$ cat src/rtl/mem_ctrl_pkg.sv
`default_nettype none
// ============================================================================
// Module      : mem_ctrl_pkg
// Description : Shared types and default sizes for the switch-to-memory
//               write path.
//               - state_t : write controller states (IDLE / WRITE).
//               - c_DEFAULT_DATA_W / c_DEFAULT_ADDR_W : word and address
//                 widths shared with the memory and debouncer top level.
//               - c_TMO_W : width of the ack timeout counter (1..255).
// Revision    : 1.0 - initial release
// ============================================================================
package mem_ctrl_pkg;

    localparam int c_DEFAULT_DATA_W = 8;
    localparam int c_DEFAULT_ADDR_W = 4;
    localparam int c_TMO_W          = 8;

    typedef enum logic [0:0] {
        IDLE  = 1'b0,
        WRITE = 1'b1
    } state_t;

endpackage : mem_ctrl_pkg
`default_nettype wire

$ cat src/rtl/rise_detect.sv
`default_nettype none
// ============================================================================
// Module      : rise_detect
// Description : One-flop rising-edge detector for an already synchronised,
//               debounced level. pulse is high for the single cycle in which
//               sig is 1 and was 0 in the previous cycle.
//   clk   in  system clock
//   rst   in  asynchronous active-high reset (previous value clears to 0)
//   sig   in  debounced level input
//   pulse out single-cycle rising-edge indication (combinational)
// Revision    : 1.0 - initial release
// ============================================================================
module rise_detect (
    input  logic clk,
    input  logic rst,
    input  logic sig,
    output logic pulse
);

    logic r_prev;

    always_ff @(posedge clk or posedge rst) begin
        if (rst) begin
            r_prev <= 1'b0;
        end else begin
            r_prev <= sig;
        end
    end

    // Combinational so the edge is visible in the same cycle the level rises.
    assign pulse = sig & ~r_prev;

endmodule : rise_detect
`default_nettype wire

$ cat src/rtl/mem_write_ctrl.sv
`default_nettype none
// ============================================================================
// Module      : mem_write_ctrl
// Description : Turns each debounced load pulse into exactly one memory write
//               of the switch value at an auto-incrementing address. The
//               request is held until the memory acks or a timeout expires.
//   clk        in  system clock
//   rst        in  asynchronous active-high reset
//   load_pulse in  debounced load level (edge triggered internally)
//   sw_data    in  switch value to store
//   clr        in  synchronous clear of address, count and error
//   mem_addr   out write address
//   mem_wdata  out write data, stable while mem_we=1
//   mem_we     out write request
//   mem_ack    in  memory accepted the write
//   busy       out write in progress
//   full       out all 2^ADDR_W locations written
//   err        out sticky write-timeout flag
//   wr_count   out number of successful writes
// Revision    : 1.0 - initial release
// ============================================================================
module mem_write_ctrl
    import mem_ctrl_pkg::*;
#(
    parameter int DATA_W      = c_DEFAULT_DATA_W,
    parameter int ADDR_W      = c_DEFAULT_ADDR_W,
    parameter int ACK_TIMEOUT = 15
) (
    input  logic              clk,
    input  logic              rst,
    input  logic              load_pulse,
    input  logic [DATA_W-1:0] sw_data,
    input  logic              clr,
    output logic [ADDR_W-1:0] mem_addr,
    output logic [DATA_W-1:0] mem_wdata,
    output logic              mem_we,
    input  logic              mem_ack,
    output logic              busy,
    output logic              full,
    output logic              err,
    output logic [ADDR_W:0]   wr_count
);

    // wr_count value at which every location has been written.
    localparam logic [ADDR_W:0]    c_DEPTH    = {1'b1, {ADDR_W{1'b0}}};
    // Counter starts at 0 in the first WRITE cycle, so the last allowed
    // waiting cycle is ACK_TIMEOUT-1.
    localparam logic [c_TMO_W-1:0] c_TMO_LAST = c_TMO_W'(ACK_TIMEOUT - 1);

    logic               w_load_edge;
    state_t             r_state;
    logic [c_TMO_W-1:0] r_tmo_cnt;
    logic [ADDR_W:0]    w_count_inc;

    assign w_count_inc = wr_count + 1'b1;

    rise_detect u_rise_detect (
        .clk   (clk),
        .rst   (rst),
        .sig   (load_pulse),
        .pulse (w_load_edge)
    );

    always_ff @(posedge clk or posedge rst) begin
        if (rst) begin
            r_state   <= IDLE;
            r_tmo_cnt <= '0;
            mem_addr  <= '0;
            mem_wdata <= '0;
            mem_we    <= 1'b0;
            busy      <= 1'b0;
            full      <= 1'b0;
            err       <= 1'b0;
            wr_count  <= '0;
        end else if (clr) begin
            // Clear wins over everything, including a pending ack or a
            // simultaneous load edge. mem_wdata keeps its last value.
            r_state   <= IDLE;
            r_tmo_cnt <= '0;
            mem_addr  <= '0;
            mem_we    <= 1'b0;
            busy      <= 1'b0;
            full      <= 1'b0;
            err       <= 1'b0;
            wr_count  <= '0;
        end else begin
            case (r_state)
                IDLE: begin
                    if (w_load_edge && !full) begin
                        mem_wdata <= sw_data;
                        r_tmo_cnt <= '0;
                        mem_we    <= 1'b1;
                        busy      <= 1'b1;
                        r_state   <= WRITE;
                    end
                end

                WRITE: begin
                    // Load edges seen here are intentionally dropped.
                    if (mem_ack) begin
                        mem_we   <= 1'b0;
                        busy     <= 1'b0;
                        r_state  <= IDLE;
                        wr_count <= w_count_inc;
                        full     <= (w_count_inc == c_DEPTH);
                        // No wrap: the last location's address is retained.
                        if (mem_addr != {ADDR_W{1'b1}}) begin
                            mem_addr <= mem_addr + 1'b1;
                        end
                    end else if (r_tmo_cnt == c_TMO_LAST) begin
                        // Write is lost; address and count stay put.
                        mem_we  <= 1'b0;
                        busy    <= 1'b0;
                        err     <= 1'b1;
                        r_state <= IDLE;
                    end else begin
                        r_tmo_cnt <= r_tmo_cnt + 1'b1;
                    end
                end

                default: begin
                    r_state <= IDLE;
                end
            endcase
        end
    end

endmodule : mem_write_ctrl
`default_nettype wire

$ cat config.mk
export PLATFORM = sky130hd
export DESIGN_NAME = mem_write_ctrl
export DESIGN_NICKNAME = d
export VERILOG_FILES = /design/src/rtl/mem_ctrl_pkg.sv /design/src/rtl/rise_detect.sv /design/src/rtl/mem_write_ctrl.sv
export SDC_FILE = /design/constraint.sdc
export NUM_CORES = 1
export LEC_CHECK = 0
export ABC_AREA = 1
export CORE_ASPECT_RATIO = 0.7
export CORE_MARGIN = 10
export CORE_UTILIZATION = 50
export DETAILED_ROUTE_END_ITERATION = 6
export GPL_TIMING_DRIVEN = 0
export PLACE_DENSITY = 0.82
export SYNTH_ARGS = -nofsm -noshare
export SYNTH_HDL_FRONTEND = slang
export SYNTH_SLANG_ARGS = --single-unit
$ cat constraint.sdc
create_clock -name clk -period 1.75 [get_ports clk]
set_clock_uncertainty 0.1 [all_clocks]
set_input_delay 0.175 -clock clk [delete_from_list [all_inputs] [get_ports clk]]
set_output_delay 0.175 -clock clk [all_outputs]
set_load 0.01 [all_outputs]
==> reports/metrics.yaml, run 1 <==
detailed_routing:
  drtIter0Drc: 90
  wirelength_um: 3440
  vias_per_cell: 5.07
  firstDrtPassIters: 4
  via_count: 1282
  drc: 0
  detail-route-antenna-nets: 0
  drt-wirelength-per-cell_um: 13.6
synthesis:
  syn-num-nets: 193
  ys_ff_latch: 30
  avgSynthCellArea_um2: 9.41
  ys_types: 29
  synthTopCellsByArea: "dfrtp_1, nand2_1, mux2_4"
  syn_area_um2: 1650
  synth_top_cell_by_area: "dfrtp_1"
  yosys.area.top_type_share: 0.456
  synthCells: 175
  yosysSeqAreaShare: 0.456
  synth_warnings: 0
die:
  start_util: 0.523
  die_w_um: 88.6
  pin_count: 34
  core-area_um2: 3150
  die-height_um: 68.0
  rows: 17
  die-area_um2: 6030
cells_and_area:
  layout-drive-gt1-share: 0.191
  nFillCells: 266
  final_nets: 232
  fin_area_um2: 2110
  syn2layout_area_growth_pct: 27.9
  final_cell_mix: "nand2_1, clkdlybuf4s50_1, dfrtp_1"
  final_cells: 253
  final_common_cell: "nand2_1"
  antennaDiodeCount: 0
cts:
  clk_path_buf_depth: 2
  cts-resized-gates: 0
  cts_tree: "done"
  htreeDepth: 2
  cts.sinks: 30
  cts-hold-fix-buffers: 0
  cts_buffers: 5
  post_cts_buffers: 0
  root_buffer: "clkbuf_8"
  clkTransAtPathRegs_ns: 0.06
  clock_latency_ns: 0.28
global_route:
  met2_usage: 0.184
  grt_max_degree: 31
  grt_pass1_wl_um: 5960
  first_global_vias: 1250
  grt_util_met1: 0.160
  grt_use_total: 0.129
  antenna_found_initial: 0
  grt_use_met3: 0.0676
  top_usage_layer: "met2"
  grt_overflow: 0
flow_run:
  max-cap-violations: 0
sta:
  finalSetupTns_ns: 0
  period_minus_slack_ns: 1.57
  fin_crit_sh: 0.897
  worstMarginPinSlew_ns: 1.12
  finalHoldViolations: 0
  setup_viol: 0
  rsz0062_at_grt: "false"
  drv_slew: 0
  max_slew_margin: 0.254
  max_freq_mhz: 637
critical_path:
  arrival_ns: 1.29
  critical_path_class: "flip-flop to output port"
  critPathTopFamily: "buffers and inverters"
  startpoint_type: "flip-flop"
  end_kind: "output port"
  critPathSlowestCell: "clkdlybuf4s50_1"
  cp.depth: 2
  reg2regPathDepth: 9
  slowest_delay_ns: 0.53
  worstPathCellList: "buf_4, clkdlybuf4s50_1"
  required_ns: 1.47
  crit_fanout: 3
  critical_path_buf_inv_count: 2
place:
  gp_congestion: 0.814
  hpwl_um: 2610
  io_buffer_count: 32
  dpl.cell_count: 245
  dpl_cell_area_um2: 2010
worst_hold_path:
  hold_path_depth: 2
  hp-class: "input pin to flip-flop"
pwr:
  power_uw: 1690
  p_leak_uw: 0.000947
  peakVddDrop_uv: 638
  pwr_density_cell_nw_per_um2: 805
run_status:
  outcome: "finished, final reports clean"
metrics by stage:
| stage | util | setup slack, ns | hold slack [ns] |
|---|---|---|---|
| 2_1_floorplan | - | 0.368 | 0.106 |
| 3_3_place_gp | 0.640 | 0.0941 | 0.378 |
| 3_5_place_dp | 0.640 | 0.0409 | 0.390 |
| 4_1_cts | 0.669 | 0.156 | 0.0884 |
| 5_1_grt | 0.669 | 0.100 | 0.109 |
| 6_report | 0.669 | 0.181 | 0.0928 |
path summary, 6_finish.rpt:
path | startpoint | end | slack, ns
hold / removal | clr | mem_addr[2] | 0.09
setup reg to reg | r_tmo_cnt[0] | r_tmo_cnt[5] | 0.23
hold reg to reg | mem_wdata[3] | mem_wdata[3] | 0.41
min in group asynchronous | rst | mem_wdata[6] | 0.40
setup / recovery | busy | mem_we | 0.18
max in group asynchronous | rst | wr_count[3] | 0.48
cells in the mapped netlist:
cell      number
nor3_1         1
a22o_1         1
mux2_4         8
nand2_1       47
o21ai_1       10
buf_6          3
buf_4          3
inv_1          9
o21bai_1       3
or2_2          1
o21ai_2        3
nand3_1       13
nor2_8         1
ha_1           5
nand2_2        2
nor3_2         1
nand3_4        1
nand4_1        3
nor2_2         1
nor3b_1        1
nand3_2        2
o21ai_0        1
o31ai_1        1
inv_2          5
nor2_4         3
dfrtp_1       30
nor2_1        11
xor2_1         3
xnor2_1        2
worst reg2reg max path, stage by stage, from the launching register on:
cell	delay (ns)
dfrtp_1	0.41
inv_1	0.09
ha_1	0.14
nand2_1	0.08
nor2_4	0.12
nand3_2	0.09
nand3_2	0.13
buf_6	0.17
nand2_1	0.06
nand2_1	0.07
report_power, final:
part / switching (µW) / total, µW / internal, µW / leakage (µW)
sequential: 41.4 / 792 / 751 / 0.000396
clock: 245 / 562 / 316 / 0.0000482
combinational: 141 / 341 / 200 / 0.000502
total: 427 / 1690 / 1270 / 0.000947
sequential cells by signal (all words and copies together), names as in the netlist:
register              cells
u_rise_detect.r_prev      1
mem_addr                  4
r_tmo_cnt                 8
wr_count                  5
mem_wdata                 8
r_state                   1
busy                      1
err                       1
full                      1
final cells by class:
cell class / instances / area (µm²) / area share
clock buffer: 7 / 86.3 / 0.0410
timing repair buffer: 32 / 320 / 0.152
clock inverter: 1 / 5.00 / 0.00238
sequential: 30 / 751 / 0.357
inverter: 14 / 52.6 / 0.0250
buffer: 6 / 56.3 / 0.0267
tap: 38 / 47.5 / 0.0226
multi-input combinational: 125 / 787 / 0.374
per-layer routing:
| layer | wire length [µm] | share of wire |
|---|---|---|
| met4 | 52 | 0.015 |
| met1 | 1590 | 0.46 |
| met2 | 1460 | 0.43 |
| met3 | 334 | 0.097 |
| met5 | 0 | 0 |
logic make-up after synthesis:
logic type,count (synthesis),share of synthesized area
simple gates,88,0.267
xor+xnor,5,0.0266
fa+ha+maj,5,0.0380
compound gates,19,0.0730
buf+inv,20,0.0661
flops,30,0.456
mux,8,0.0730
(Power assumes the default switching activity.)
==> run 2, diff against run 1 <==
Settings changed: REMOVE_ABC_BUFFERS from default to 1.
==> reports/metrics.yaml, run 2 (same netlist as run 1, synthesis figures left out) <==
cts:
  root_buffer: "clkbuf_8"
  clkTransAtPathRegs_ns: 0.06
  post_cts_buffers: 0
  cts.sinks: 30
  clk_path_buf_depth: 2
  clock_latency_ns: 0.28
  htreeDepth: 2
  cts_tree: "done"
  cts_buffers: 5
place:
  gp_congestion: 0.850
  hpwl_um: 2430
  io_buffer_count: 33
  dp_slack_ns: -0.407
die:
  rows: 17
  pin_count: 34
  die-area_um2: 6030
  die-height_um: 68.0
  die_w_um: 88.6
  core-area_um2: 3150
  start_util: 0.523
pwr:
  peakVddDrop_uv: 608
  p_leak_uw: 0.000939
  pwr_density_cell_nw_per_um2: 941
  power_uw: 1990
global_route:
  first_global_vias: 1244
  grt_pass1_wl_um: 5550
  antenna_found_initial: 0
  grt_max_degree: 31
  grt_use_total: 0.120
  grt_overflow: 0
critical_path:
  arrival_ns: 1.67
  end_kind: "flip-flop"
  crit_fanout: 10
  worstPathCellList: "dlygate4sd2_1, inv_2, nand2_1, o21ai_2, nor3b_1, nor2_1"
  startpoint_type: "input pin"
  critical_path_class: "input pin to flip-flop"
  required_ns: 1.82
  slowest_delay_ns: 0.63
  critPathSlowestCell: "dlygate4sd2_1"
sta:
  setup_ws_ns: 0.148
  max_freq_mhz: 624
  period_minus_slack_ns: 1.60
  setup_viol: 0
  max_slew_margin: 0.271
  rsz0062_at_grt: "false"
  fin_crit_sh: 0.916
  finalHoldViolations: 0
  worstMarginPinSlew_ns: 1.09
  drv_slew: 0
  hold_ws_ns: 0.266
cells_and_area:
  final_common_cell: "nand2_1"
  biggestRegsByFlops: "mem_wdata x8, r_tmo_cnt x8, wr_count x5"
  seq_area_um2: 752
  nFillCells: 242
  layout-drive-gt1-share: 0.176
  final_cell_mix: "nand2_1, clkdlybuf4s50_1, dfrtp_1"
  antennaDiodeCount: 0
  syn2layout_area_growth_pct: 28.2
  multi_input_area_um2: 787
  final_nets: 227
detailed_routing:
  via_count: 1248
  firstDrtPassIters: 6
  vias_per_cell: 5.03
  drtIter0Drc: 87
  drt-wirelength-per-cell_um: 13.7
  detail-route-antenna-nets: 0
  drc: 0
  wirelength_um: 3400
worst_hold_path:
  hp-class: "input pin to flip-flop"
run_status:
  outcome: "finished, final reports clean"
flow_run:
  max-cap-violations: 0
run 2: changes by cell type in the layout (fill, tap and decap cells not counted), sizes merged:
cell / change
dlygate4sd2: +1
clkinv: -1
buf: -6
bufinv: +2
clkbuf: -1
run 2: final cells by class:
class	instances	share of cell area
multi-input cells	125	0.373
clock inverters	2	0.0285
inverters	14	0.0249
repair buffers	33	0.156
clock buffers	6	0.0391
flip-flops and latches	30	0.356
well taps	38	0.0225
run 2: worst paths after layout:
kind | from | endpoint | slack (ns) | cells past startpoint
worst max-delay path | clr | mem_addr[3] | 0.15 | 6
worst min-delay path | load_pulse | u_rise_detect.r_prev | 0.27 | 1
worst max register to register | r_tmo_cnt[0] | r_tmo_cnt[5] | 0.16 | 9
worst min register to register | busy | busy | 0.40 | 2
max in group asynchronous | rst | r_state | 0.45 | 2
min in group asynchronous | rst | mem_wdata[4] | 0.36 | 2
run 2: metrics by stage:
stage | instance area, µm² | TNS (ns) | util | std cells
after floorplan | 1590 | 0 | - | 169
after global placement | 1970 | -6.42 | 0.625 | 240
after detailed placement | 1970 | -6.76 | 0.625 | 240
after CTS | 2110 | 0 | 0.670 | 248
after global routing | 2110 | 0 | 0.671 | 248
final | 2110 | 0 | 0.671 | 248
run 2: worst max-delay path: cells and delay by family:
| kind | cells | cell delay [ns] |
|---|---|---|
| buffers and inverters | 2 | 0.84 |
| AOI/OAI and AO/OA | 1 | 0.14 |
| and+or+nand+nor | 3 | 0.51 |
run 2: per-layer routing:
layer  vias to the layer above  part of all wire  GRT usage  wire (µm)
met2                        34              0.43      0.186       1470
met1                       572              0.46      0.140       1560
li1                        635                 -          -          -
met5                         -                 0          0          0
met4                         0             0.014     0.0442         48
met3                         7             0.092     0.0652        312
run 2: repair_timing:
action,in CTS,in global routing
hold buffers,0,0
resized for setup,1,1
setup endpoints to repair,8,3
pin swaps,0,0
run 2: power breakdown:
part | switching [µW] | internal (µW)
clock | 260 | 607
sequential | 45.9 | 751
combinational | 133 | 191
==> run 3, diff against run 2 <==
Settings changed: SLEW_MARGIN from default to 20.
==> reports/metrics.yaml, run 3 (same netlist as run 1, synthesis figures left out) <==
run_status:
  outcome: "finished, final reports clean"
place:
  dp_slack_ns: -0.407
  hpwl_um: 2430
  io_buffer_count: 33
  gp_congestion: 0.850
  dpl.cell_count: 240
cells_and_area:
  final_cells: 248
  layout-drive-gt1-share: 0.181
  final_common_cell: "nand2_1"
  antennaDiodeCount: 0
  final_cell_mix: "nand2_1, clkdlybuf4s50_1, dfrtp_1"
  biggestRegsByFlops: "mem_wdata x8, r_tmo_cnt x8, wr_count x5"
  syn2layout_area_growth_pct: 28.2
  final_util: 0.671
  final_nets: 227
detailed_routing:
  drtIter0Drc: 87
  wirelength_um: 3400
  vias_per_cell: 5.03
  via_count: 1248
  firstDrtPassIters: 6
  detail-route-antenna-nets: 0
  drt-wirelength-per-cell_um: 13.7
  drc: 0
sta:
  setup_viol: 0
  rsz0062_at_grt: "false"
  fin_crit_sh: 0.916
  period_minus_slack_ns: 1.60
  max_slew_margin: 0.555
  hold_ws_ns: 0.173
  drv_slew: 0
  max_freq_mhz: 624
  finalHoldViolations: 0
  setup_ws_ns: 0.148
  worstMarginPinSlew_ns: 0.668
  finalSetupTns_ns: 0
pwr:
  p_leak_uw: 0.000938
  pwr_density_cell_nw_per_um2: 941
  peakVddDrop_uv: 608
cts:
  clkTransAtPathRegs_ns: 0.06
  cts_tree: "done"
  root_buffer: "clkbuf_8"
  clock_latency_ns: 0.28
  cts_buffers: 5
  clk_path_buf_depth: 2
  cts.sinks: 30
  htreeDepth: 2
  cts-hold-fix-buffers: 0
critical_path:
  end_kind: "flip-flop"
  crit_fanout: 10
  startpoint_type: "input pin"
  arrival_ns: 1.67
  critical_path_class: "input pin to flip-flop"
  required_ns: 1.82
die:
  die_w_um: 88.6
  die-area_um2: 6030
  core-area_um2: 3150
  die-height_um: 68.0
  pin_count: 34
  start_util: 0.523
  rows: 17
global_route:
  grt_overflow: 0
  grt_max_degree: 31
  grt_pass1_wl_um: 5550
  antenna_found_initial: 0
  first_global_vias: 1244
  met2_usage: 0.186
  grt_use_met3: 0.0652
  top_usage_layer: "met2"
  grt_use_total: 0.120
  grt_util_met1: 0.140
worst_hold_path:
  hp-class: "input pin to async pin"
flow_run:
  max-cap-violations: 0
## run 3: cell counts in the layout (fill, tap and decap cells not counted)
Identical to the previous run, type by type.
## run 3: metal layers
metal  part of all wire  wire length (µm)
met3              0.092               312
met1               0.46              1560
met2               0.43              1470
met5                  0                 0
met4              0.014                48
## run 3: final timing paths
kind | startpoint | endpoint | slack, ns | cells after the start
worst max-delay path | clr | mem_addr[3] | 0.15 | 6
worst min-delay path | rst | mem_wdata[4] | 0.17 | 2
worst max register to register | r_tmo_cnt[0] | r_tmo_cnt[5] | 0.16 | 9
min in group clk | load_pulse | u_rise_detect.r_prev | 0.27 | 1
max in group asynchronous | rst | r_state | 0.94 | 2
worst min register to register | busy | busy | 0.40 | 2
## run 3: per-stage QoR
step	total power (µW)	instance area [µm²]
global placement	1130	1970
global route	2070	2110
finish	1990	2110
CTS	2000	2110
detailed placement	1130	1970
floorplan	960	1590
## run 3: cell type report
type / instances / area (µm²)
sequential: 30 / 752
fill: 242 / 1040
tap: 38 / 47.5
clock inverter: 2 / 60.1
multi-input combinational: 125 / 787
timing repair buffer: 33 / 329
inverter: 14 / 52.6
clock buffer: 6 / 82.6
## run 3: critical path: stages
cell and delay [ns]:
dlygate4sd2_1 0.63, inv_2 0.21, nand2_1 0.22, o21ai_2 0.14, nor3b_1 0.22, nor2_1 0.07
## run 3: what timing repair did
item	CTS	global route
resized for setup	1	1
setup buffers	0	0
setup endpoints to repair	8	3
## run 3: report_power, final
part | internal (µW) | total [µW] | switching [µW]
clock network | 607 | 867 | 260
logic | 191 | 324 | 133
registers | 751 | 796 | 45.9
total | 1550 | 1990 | 439
